## config.mk

```make
export PLATFORM = sky130hd
export DESIGN_NAME = bcd_a_binario
export DESIGN_NICKNAME = d
export VERILOG_FILES = /design/src/rtl/bcd_a_binario_pkg.sv /design/src/rtl/bcd_mul10_sum.sv /design/src/rtl/bcd_a_binario.sv
export SDC_FILE = /design/constraint.sdc
export NUM_CORES = 1
export LEC_CHECK = 0
export CAP_MARGIN = 10
export CORE_MARGIN = 4
export CORE_UTILIZATION = 48
export DETAILED_ROUTE_END_ITERATION = 10
export PLACE_DENSITY_LB_ADDON = 0.12
export SYNTH_ARGS = -nofsm -noshare
export SYNTH_HDL_FRONTEND = slang
export SYNTH_HIERARCHICAL = 1
export SYNTH_SLANG_ARGS = --single-unit
export TNS_END_PERCENT = 5
```

## constraint.sdc

```tcl
create_clock -name clk -period 3.7 [get_ports clk]
set_input_delay 0.37 -clock clk [delete_from_list [all_inputs] [get_ports clk]]
set_output_delay 0.37 -clock clk [all_outputs]
set_load 0.02 [all_outputs]
```

## src/rtl/bcd_a_binario_pkg.sv

```systemverilog
// Shared definitions for the serial BCD-to-binary converter.
package bcd_a_binario_pkg;

    localparam int WIDTH_DEF    = 5;
    localparam int N_DIGITS_DEF = 2;
    localparam int BCD_MAX      = 9;

    typedef enum logic [1:0] {
        IDLE = 2'd0,  // no digits taken yet
        ACUM = 2'd1,  // at least one digit taken
        DONE = 2'd2   // result presenting, one bubble cycle
    } state_t;

    // Largest value representable in a w-bit result.
    function automatic int unsigned max_val(input int unsigned w);
        return (32'd1 << w) - 32'd1;
    endfunction

endpackage

```

## src/rtl/bcd_mul10_sum.sv

```systemverilog
// Combinational step of the conversion: nxt = acc*10 + digit, with flags.
module bcd_mul10_sum
    import bcd_a_binario_pkg::*;
#(
    parameter int WIDTH = WIDTH_DEF
) (
    input  logic [WIDTH+3:0] acc_i,
    input  logic [3:0]       digit_i,
    output logic [WIDTH+3:0] nxt_o,
    output logic             ovf_o,
    output logic             bad_digit_o
);

    localparam int AW = WIDTH + 4;
    localparam logic [AW-1:0] MAX_VAL = AW'(max_val(WIDTH));

    // acc never exceeds MAX_VAL, so acc*10 + 15 always fits in AW bits.
    always_comb begin
        nxt_o       = (acc_i << 3) + (acc_i << 1) + {{(AW-4){1'b0}}, digit_i};
        ovf_o       = (nxt_o > MAX_VAL);
        bad_digit_o = (digit_i > 4'(BCD_MAX));
    end

endmodule

```

## src/rtl/bcd_a_binario.sv

```systemverilog
// Serial BCD-to-binary converter: N_DIGITS digits, MSD first, valid/ready in,
// one-cycle valid pulse out with held result and error flag.
module bcd_a_binario
    import bcd_a_binario_pkg::*;
#(
    parameter int WIDTH    = WIDTH_DEF,
    parameter int N_DIGITS = N_DIGITS_DEF
) (
    input  logic             clk,
    input  logic             rst,
    input  logic             Limpiar,
    input  logic [3:0]       Digito,
    input  logic             Digito_valido,
    output logic             Digito_listo,
    output logic [WIDTH-1:0] Cuenta,
    output logic             Cuenta_valida,
    output logic             Error
);

    localparam int AW = WIDTH + 4;
    localparam int CW = (N_DIGITS > 1) ? $clog2(N_DIGITS) : 1;
    localparam logic [CW-1:0] LAST    = CW'(N_DIGITS - 1);
    localparam logic [AW-1:0] MAX_ACC = AW'(max_val(WIDTH));

    state_t            state_q, state_d;
    logic [AW-1:0]     acc_q, acc_d;
    logic [CW-1:0]     cnt_q, cnt_d;
    logic              err_bcd_q, err_bcd_d;
    logic              err_ovf_q, err_ovf_d;
    logic [WIDTH-1:0]  cuenta_q, cuenta_d;
    logic              error_q, error_d;
    logic              valida_q, valida_d;

    logic [AW-1:0]     nxt;
    logic              ovf;
    logic              bad_digit;
    logic              accept;
    logic              any_err;

    bcd_mul10_sum #(.WIDTH(WIDTH)) u_mul10_sum (
        .acc_i       (acc_q),
        .digit_i     (Digito),
        .nxt_o       (nxt),
        .ovf_o       (ovf),
        .bad_digit_o (bad_digit)
    );

    assign Digito_listo  = (state_q != DONE);
    assign accept        = Digito_valido && Digito_listo;
    assign any_err       = err_bcd_q | err_ovf_q | bad_digit | ovf;
    assign Cuenta        = cuenta_q;
    assign Error         = error_q;
    assign Cuenta_valida = valida_q;

    // Next-state, accumulator and result logic.
    always_comb begin
        // NOTE: every target gets a default first so no path can infer a latch.
        state_d   = state_q;
        acc_d     = acc_q;
        cnt_d     = cnt_q;
        err_bcd_d = err_bcd_q;
        err_ovf_d = err_ovf_q;
        cuenta_d  = cuenta_q;
        error_d   = error_q;
        valida_d  = 1'b0;

        if (Limpiar) begin
            // Abort drops any digit offered on the same edge; result is kept.
            state_d   = IDLE;
            acc_d     = '0;
            cnt_d     = '0;
            err_bcd_d = 1'b0;
            err_ovf_d = 1'b0;
        end else begin
            unique case (state_q)
                IDLE, ACUM: begin
                    if (accept) begin
                        if (cnt_q == LAST) begin
                            cuenta_d  = any_err ? {WIDTH{1'b1}} : nxt[WIDTH-1:0];
                            error_d   = any_err;
                            valida_d  = 1'b1;
                            state_d   = DONE;
                            acc_d     = '0;
                            cnt_d     = '0;
                            err_bcd_d = 1'b0;
                            err_ovf_d = 1'b0;
                        end else begin
                            // Clamp on overflow so the accumulator never wraps.
                            acc_d     = ovf ? MAX_ACC : nxt;
                            err_bcd_d = err_bcd_q | bad_digit;
                            err_ovf_d = err_ovf_q | ovf;
                            cnt_d     = cnt_q + CW'(1);
                            state_d   = ACUM;
                        end
                    end
                end
                DONE:    state_d = IDLE;
                default: state_d = IDLE;
            endcase
        end
    end

    // State and output registers with synchronous reset.
    always_ff @(posedge clk) begin
        // NOTE: sequential state uses non-blocking assignments so all registers
        // update together from pre-edge values.
        if (rst) begin
            state_q   <= IDLE;
            acc_q     <= '0;
            cnt_q     <= '0;
            err_bcd_q <= 1'b0;
            err_ovf_q <= 1'b0;
            cuenta_q  <= '0;
            error_q   <= 1'b0;
            valida_q  <= 1'b0;
        end else begin
            state_q   <= state_d;
            acc_q     <= acc_d;
            cnt_q     <= cnt_d;
            err_bcd_q <= err_bcd_d;
            err_ovf_q <= err_ovf_d;
            cuenta_q  <= cuenta_d;
            error_q   <= error_d;
            valida_q  <= valida_d;
        end
    end

endmodule

```

# ---- Yosys cells after proc, flatten, opt, wreduce, memory -nomap -nowiden
# Cells that the tools add are included.
dict set report word_totals {
  memories 0
  elab_cells 39
  input_bits 8
  latchBits 0
  output_inout_bits 8
  rom_bits 0
  register_bits 20
  ramBits 0
}
dict set report classes {
  n_mux 8
  shift 0
  bitwise 8
  n_reduce_logical 8
  n_mul 0
  n_eq_ne 2
  n_addsub 3
  div_mod_pow 0
  magnitude_cmp 2
}
# operator n
set ops {}
lappend ops {{2-to-1 mux 8 bit} 2}
lappend ops {{adder 9 x 4 -> 9 bit} 1}
lappend ops {{adder 9 bit} 1}
lappend ops {{greater-than comparator 9 x 5 -> 1 bit, second input constant} 1}
lappend ops {{2-to-1 mux 5 bit} 1}
lappend ops {{bitwise OR 1 bit} 5}
lappend ops {{greater-than comparator 4 bit, second input constant} 1}
lappend ops {{2-to-1 mux 1 bit} 4}
lappend ops {{AND reduction 4 bit} 1}
lappend ops {{OR reduction 2 bit} 2}
lappend ops {{OR reduction 4 bit} 1}
lappend ops {{NOT 1 bit} 3}
lappend ops {{OR reduction 3 bit} 1}
lappend ops {{== test 2 x 1 -> 1 bit, second input constant} 1}
lappend ops {{zero test 2 bit} 1}
lappend ops {{2-to-1 mux 2 bit} 1}
lappend ops {{!= test 2 bit, second input constant} 1}
lappend ops {{AND reduction 2 bit} 1}
lappend ops {{adder 1 bit, second input constant} 1}
lappend ops {{logical AND 1 bit} 1}

# ---- Longest topological paths before layout
dict set report depth {
  word_depth 5
  depth_mapped 14
  mapped_depth_nobuf 12
}

# ---- Hierarchy
# The synthesis kept the hierarchy.
# module area_per_inst_um2 seq_area_each_um2 instances cells_per_inst
set modules_own_cells {}
lappend modules_own_cells {bcd_a_binario 835.8 420.4 1 88}
lappend modules_own_cells {bcd_mul10_sum 385.4 0.0 1 48}

# ---- Worst setup path before layout
# OpenSTA, ideal clock, no wires.
dict set report synth_path {
  path_kind {register -> register}
  startpoint {reg acc_q[0]}
  endpoint {reg cuenta_q[0], in the netlist Cuenta[0]}
  synth_period_minus_slack_ps 3415
  setup_time_ps 118
  required_time_ps 3582
  stages_incl_launch_ff 15
  path_buffers 2
  t_arrival_ps 3297
  path_slack_ps 285
  cell_sequence {dfxtp_1 inv_1 fa_1 inv_1 ha_1 a211oi_2 o21bai_1 a21oi_2 xnor2_1 or4_1 buf_6 or4_4 buf_6 nor3_2 nor3_1}
}
dict set report synth_between {
  elab_chain_len 5
}
# element line_no
set synth_lines {}
lappend synth_lines {{from (decl)} bcd_a_binario.sv:26} ;# logic [AW-1:0] acc_q, acc_d;
lappend synth_lines {{from (signal assigned)} bcd_a_binario.sv:109} ;# acc_q <= '0;
lappend synth_lines {{from (signal assigned)} bcd_a_binario.sv:118} ;# acc_q <= acc_d;
lappend synth_lines {{adder 9 bit} bcd_mul10_sum.sv:19} ;# nxt_o = (acc_i << 3) + (acc_i << 1) + {{(AW-4){1'b0}}, digit_i};
lappend synth_lines {{adder 9 x 4 -> 9 bit} bcd_mul10_sum.sv:19}
lappend synth_lines {{via nxt[7]} bcd_a_binario.sv:34} ;# logic [AW-1:0] nxt;
lappend synth_lines {{greater-than comparator 9 x 5 -> 1 bit} bcd_mul10_sum.sv:20} ;# ovf_o = (nxt_o > MAX_VAL);
lappend synth_lines {{via ovf} bcd_a_binario.sv:35} ;# logic ovf;
lappend synth_lines {{bitwise OR 1 bit} bcd_a_binario.sv:50} ;# assign any_err = err_bcd_q | err_ovf_q | bad_digit | ovf;
lappend synth_lines {{2-to-1 mux 5 bit} bcd_a_binario.sv:79} ;# cuenta_d = any_err ? {WIDTH{1'b1}} : nxt[WIDTH-1:0];
lappend synth_lines {{to (signal assigned)} bcd_a_binario.sv:122} ;# cuenta_q <= cuenta_d;
lappend synth_lines {{to (decl)} bcd_a_binario.sv:30} ;# logic [WIDTH-1:0] cuenta_q, cuenta_d;
# The timed path passes the listed nets, and every way through them passes these cells.
# A chain may end at the register's enable or synchronous reset.

# ---- Worst setup path in the final report
dict set report layout_path {
  startpoint {in Digito[3]}
  endpoint {reg cuenta_q[3], in the netlist Cuenta[3]}
}
dict set report layout_between {
  elab_chain_len 4
  word_cells_on_any_way 6
  cone_classes {add/sub (1); order compare (2); mux (1); bitwise (2)}
}
# element line_no
set layout_lines {}
lappend layout_lines {{from (decl)} bcd_a_binario.sv:12} ;# input logic [3:0] Digito,
lappend layout_lines {{adder 9 x 4 -> 9 bit} bcd_mul10_sum.sv:19}
lappend layout_lines {{via nxt[7]} bcd_a_binario.sv:34}
lappend layout_lines {{greater-than comparator 9 x 5 -> 1 bit} bcd_mul10_sum.sv:20}
lappend layout_lines {{via ovf} bcd_a_binario.sv:35}
lappend layout_lines {{bitwise OR 1 bit} bcd_a_binario.sv:50}
lappend layout_lines {{2-to-1 mux 5 bit} bcd_a_binario.sv:79}
# The timed path passes the listed nets, and every way through them passes these cells.

==> results.sh <==
export IMPL_cts_made_buffers=3
export IMPL_die_area_mm2=0.00334
export IMPL_finClkSkew_ns=0.00675
export IMPL_num_fill_cells=198
export IMPL_p_leak_nw=0.565
export IMPL_syn_cell_area_mm2=0.00119
export IMPL_cts_resized=0
export IMPL_setup_tns_ns=0
export IMPL_max_slew_worst_pin_slew_ns=0.673
export IMPL_cts_clk_slew_worst_paths_ns=0.10
export IMPL_numClockSinks=20
export IMPL_rsz0062_at_grt="false"
export IMPL_synth_nets=155
export IMPL_fmax_ghz=0.284
export IMPL_cts_buffer_depth=2
export IMPL_pre_cts_ws_ns=-0.149
export IMPL_r2r_start="acc_q[0]$_SDFFE_PP0P_"
export IMPL_drv_cap=0
export IMPL_synthToLayoutAreaGrowth_pct=17.7
export IMPL_io_buffers=15
export IMPL_post_cts_buffers=0
export IMPL_end_kind="register"
export IMPL_global_route_overflow_total=0
export IMPL_min_path_cells=2
export IMPL_drt_total_wl_um=2290
export IMPL_dp_cells=174
export IMPL_cts_root_buf="clkbuf_4"
export IMPL_timing_final_crit_share=0.952
export IMPL_drt_iter0_markers=29
export IMPL_fin_ws_ns=0.178
export IMPL_gp_congestion=0.821
export IMPL_num_vias=935
export IMPL_setup_violations=0
export IMPL_worstRegToRegCells=12
export IMPL_die_y_um=57.8
export IMPL_postSynthAreaPerCell_um2=8.95
export IMPL_worstPathCellList="clkdlybuf4s50_1 > inv_1 > fa_1 > inv_1 > ha_1 > a211oi_2 > o21bai_1 > a21oi_2 > xnor2_1 > or4_1 > or4_4 > nor3_2 > nor3_1"
export IMPL_clock_latency_ns=0.30
export IMPL_netlist_instances=133
export IMPL_slew_headroom=0.551
export IMPL_core_mm2=0.00228
export IMPL_grt_max_degree=14
export IMPL_diodes=0
export IMPL_critPathKind="in2reg"
export IMPL_cts_hold_fix_buffers=0
export IMPL_drive_gt1_frac=0.140
export IMPL_rr_endpoint="Cuenta[3]$_SDFFE_PP0P_"
export IMPL_yosys_warnings=6
export IMPL_crit_start="Digito[3]"
export IMPL_final_cells=178
export IMPL_grt_pass1_wl_um=4080
export IMPL_slew_viol_final=0
export IMPL_grt_pass1_vias=931
export IMPL_die_w_um=57.8
export IMPL_status="complete, no violations"
export IMPL_final_nets=173
export IMPL_wire_per_inst_um=12.8
export IMPL_cp_slowest_cell="or4_1"
export IMPL_vias_per_cell=5.25
export IMPL_start_kind="input pin"
export IMPL_max_stage_delay_ns=0.57
export IMPL_worstPathRequired_ns=3.89
export IMPL_cts_tree="yes"
export IMPL_drtAntennaViolNets=0
export IMPL_cp_max_fo=6
export IMPL_start_util=0.523
export IMPL_drt_pass1_iterations=4
export IMPL_report_power_total_uw=476
export IMPL_grt_antenna_before_repair=0
export IMPL_hpwl_um=1810
export IMPL_p_per_area_mw_per_mm2=340
export IMPL_rows=17
export IMPL_hp_class="reg2reg"
export IMPL_drc=0
export IMPL_ir_worst_vdd_v=0.000295
export IMPL_utilization=0.615
export IMPL_crit_top_cell="inv_1"
export IMPL_r2r_setup_slack_ns=0.27
export IMPL_finalHoldViolCount=0
export IMPL_io_pins=16
export IMPL_grt_util_all_layers=0.155
export IMPL_period_minus_slack_ns=3.52
export IMPL_endpoint="Cuenta[3]$_SDFFE_PP0P_"
export IMPL_crit_arrival_ns=3.72
export IMPL_cts_max_level=1
area by class of cell:
class | count | area, um2 | share of cell area
clock buffer | 4 | 36.3 | 0.0259
inverter | 9 | 33.8 | 0.0241
multi-input combinational | 97 | 707 | 0.505
sequential | 20 | 400 | 0.286
tap | 28 | 35.0 | 0.0250
timing repair buffer | 20 | 188 | 0.134
worst min-delay path by stage:
stage | end | from | slack, ns
floorplan | err_bcd_q$_SDFFE_PP0P_ | err_bcd_q$_SDFFE_PP0P_ | 0.44
global placement | err_bcd_q$_SDFFE_PP0P_ | err_bcd_q$_SDFFE_PP0P_ | 0.45
detailed placement | err_bcd_q$_SDFFE_PP0P_ | err_bcd_q$_SDFFE_PP0P_ | 0.46
CTS | err_bcd_q$_SDFFE_PP0P_ | err_bcd_q$_SDFFE_PP0P_ | 0.48
global route | err_bcd_q$_SDFFE_PP0P_ | err_bcd_q$_SDFFE_PP0P_ | 0.51
finish | acc_q[0]$_SDFFE_PP0P_ | acc_q[0]$_SDFFE_PP0P_ | 0.48
worst max-delay path: cells and delay by family:
kind / cells / cell delay (ns)
buffers and inverters: 3 / 0.57
and+or+nand+nor: 4 / 1.35
adders and majority gates: 2 / 0.82
xor gates and xnor gates: 1 / 0.10
AOI/OAI and AO/OA: 3 / 0.51
cell usage in the layout, fill, tap and decap left out, types with 2 or more instances in the layout:
cell and instances:
inv_1 8, a21oi_1 9, nor3_2 5, nor3_1 9, buf_4 5, clkbuf_4 3, xnor2_1 4, dfxtp_1 20
o211ai_1 5, clkdlybuf4s50_1 15, nand2_1 5, o21ai_0 2, a22oi_1 3, ha_1 12, xor2_1 3, nor2_1 21
nand2b_1 3, fa_1 2
state kept, by name (all words and copies together), names as in the netlist:
name	flops
err_ovf_q	1
Error	1
acc_q	8
Cuenta	5
state_q	2
Cuenta_valida	1
err_bcd_q	1
cnt_q	1
routing by layer:
metal | track usage | share of wire | up-vias
li1 | - | - | 489
met1 | 0.212 | 0.50 | 428
met2 | 0.231 | 0.44 | 16
met3 | 0.0512 | 0.048 | 2
met4 | 0.0497 | 0.0053 | 0
met5 | 0 | 0 | -
report_power, final:
group	switching (mW)	internal [mW]	total (mW)
clock network	0.0667	0.0601	0.127
logic	0.0659	0.0535	0.119
registers	0.00642	0.223	0.230
metrics by stage:
| step | hold WS, ns | instance area [um2] |
|---|---|---|
| finish | 0.484 | 1400 |
| global route | 0.512 | 1400 |
| CTS | 0.484 | 1400 |
| detailed placement | 0.457 | 1360 |
| global placement | 0.451 | 1360 |
| floorplan | 0.438 | 1190 |
(Power assumes the default switching activity.)
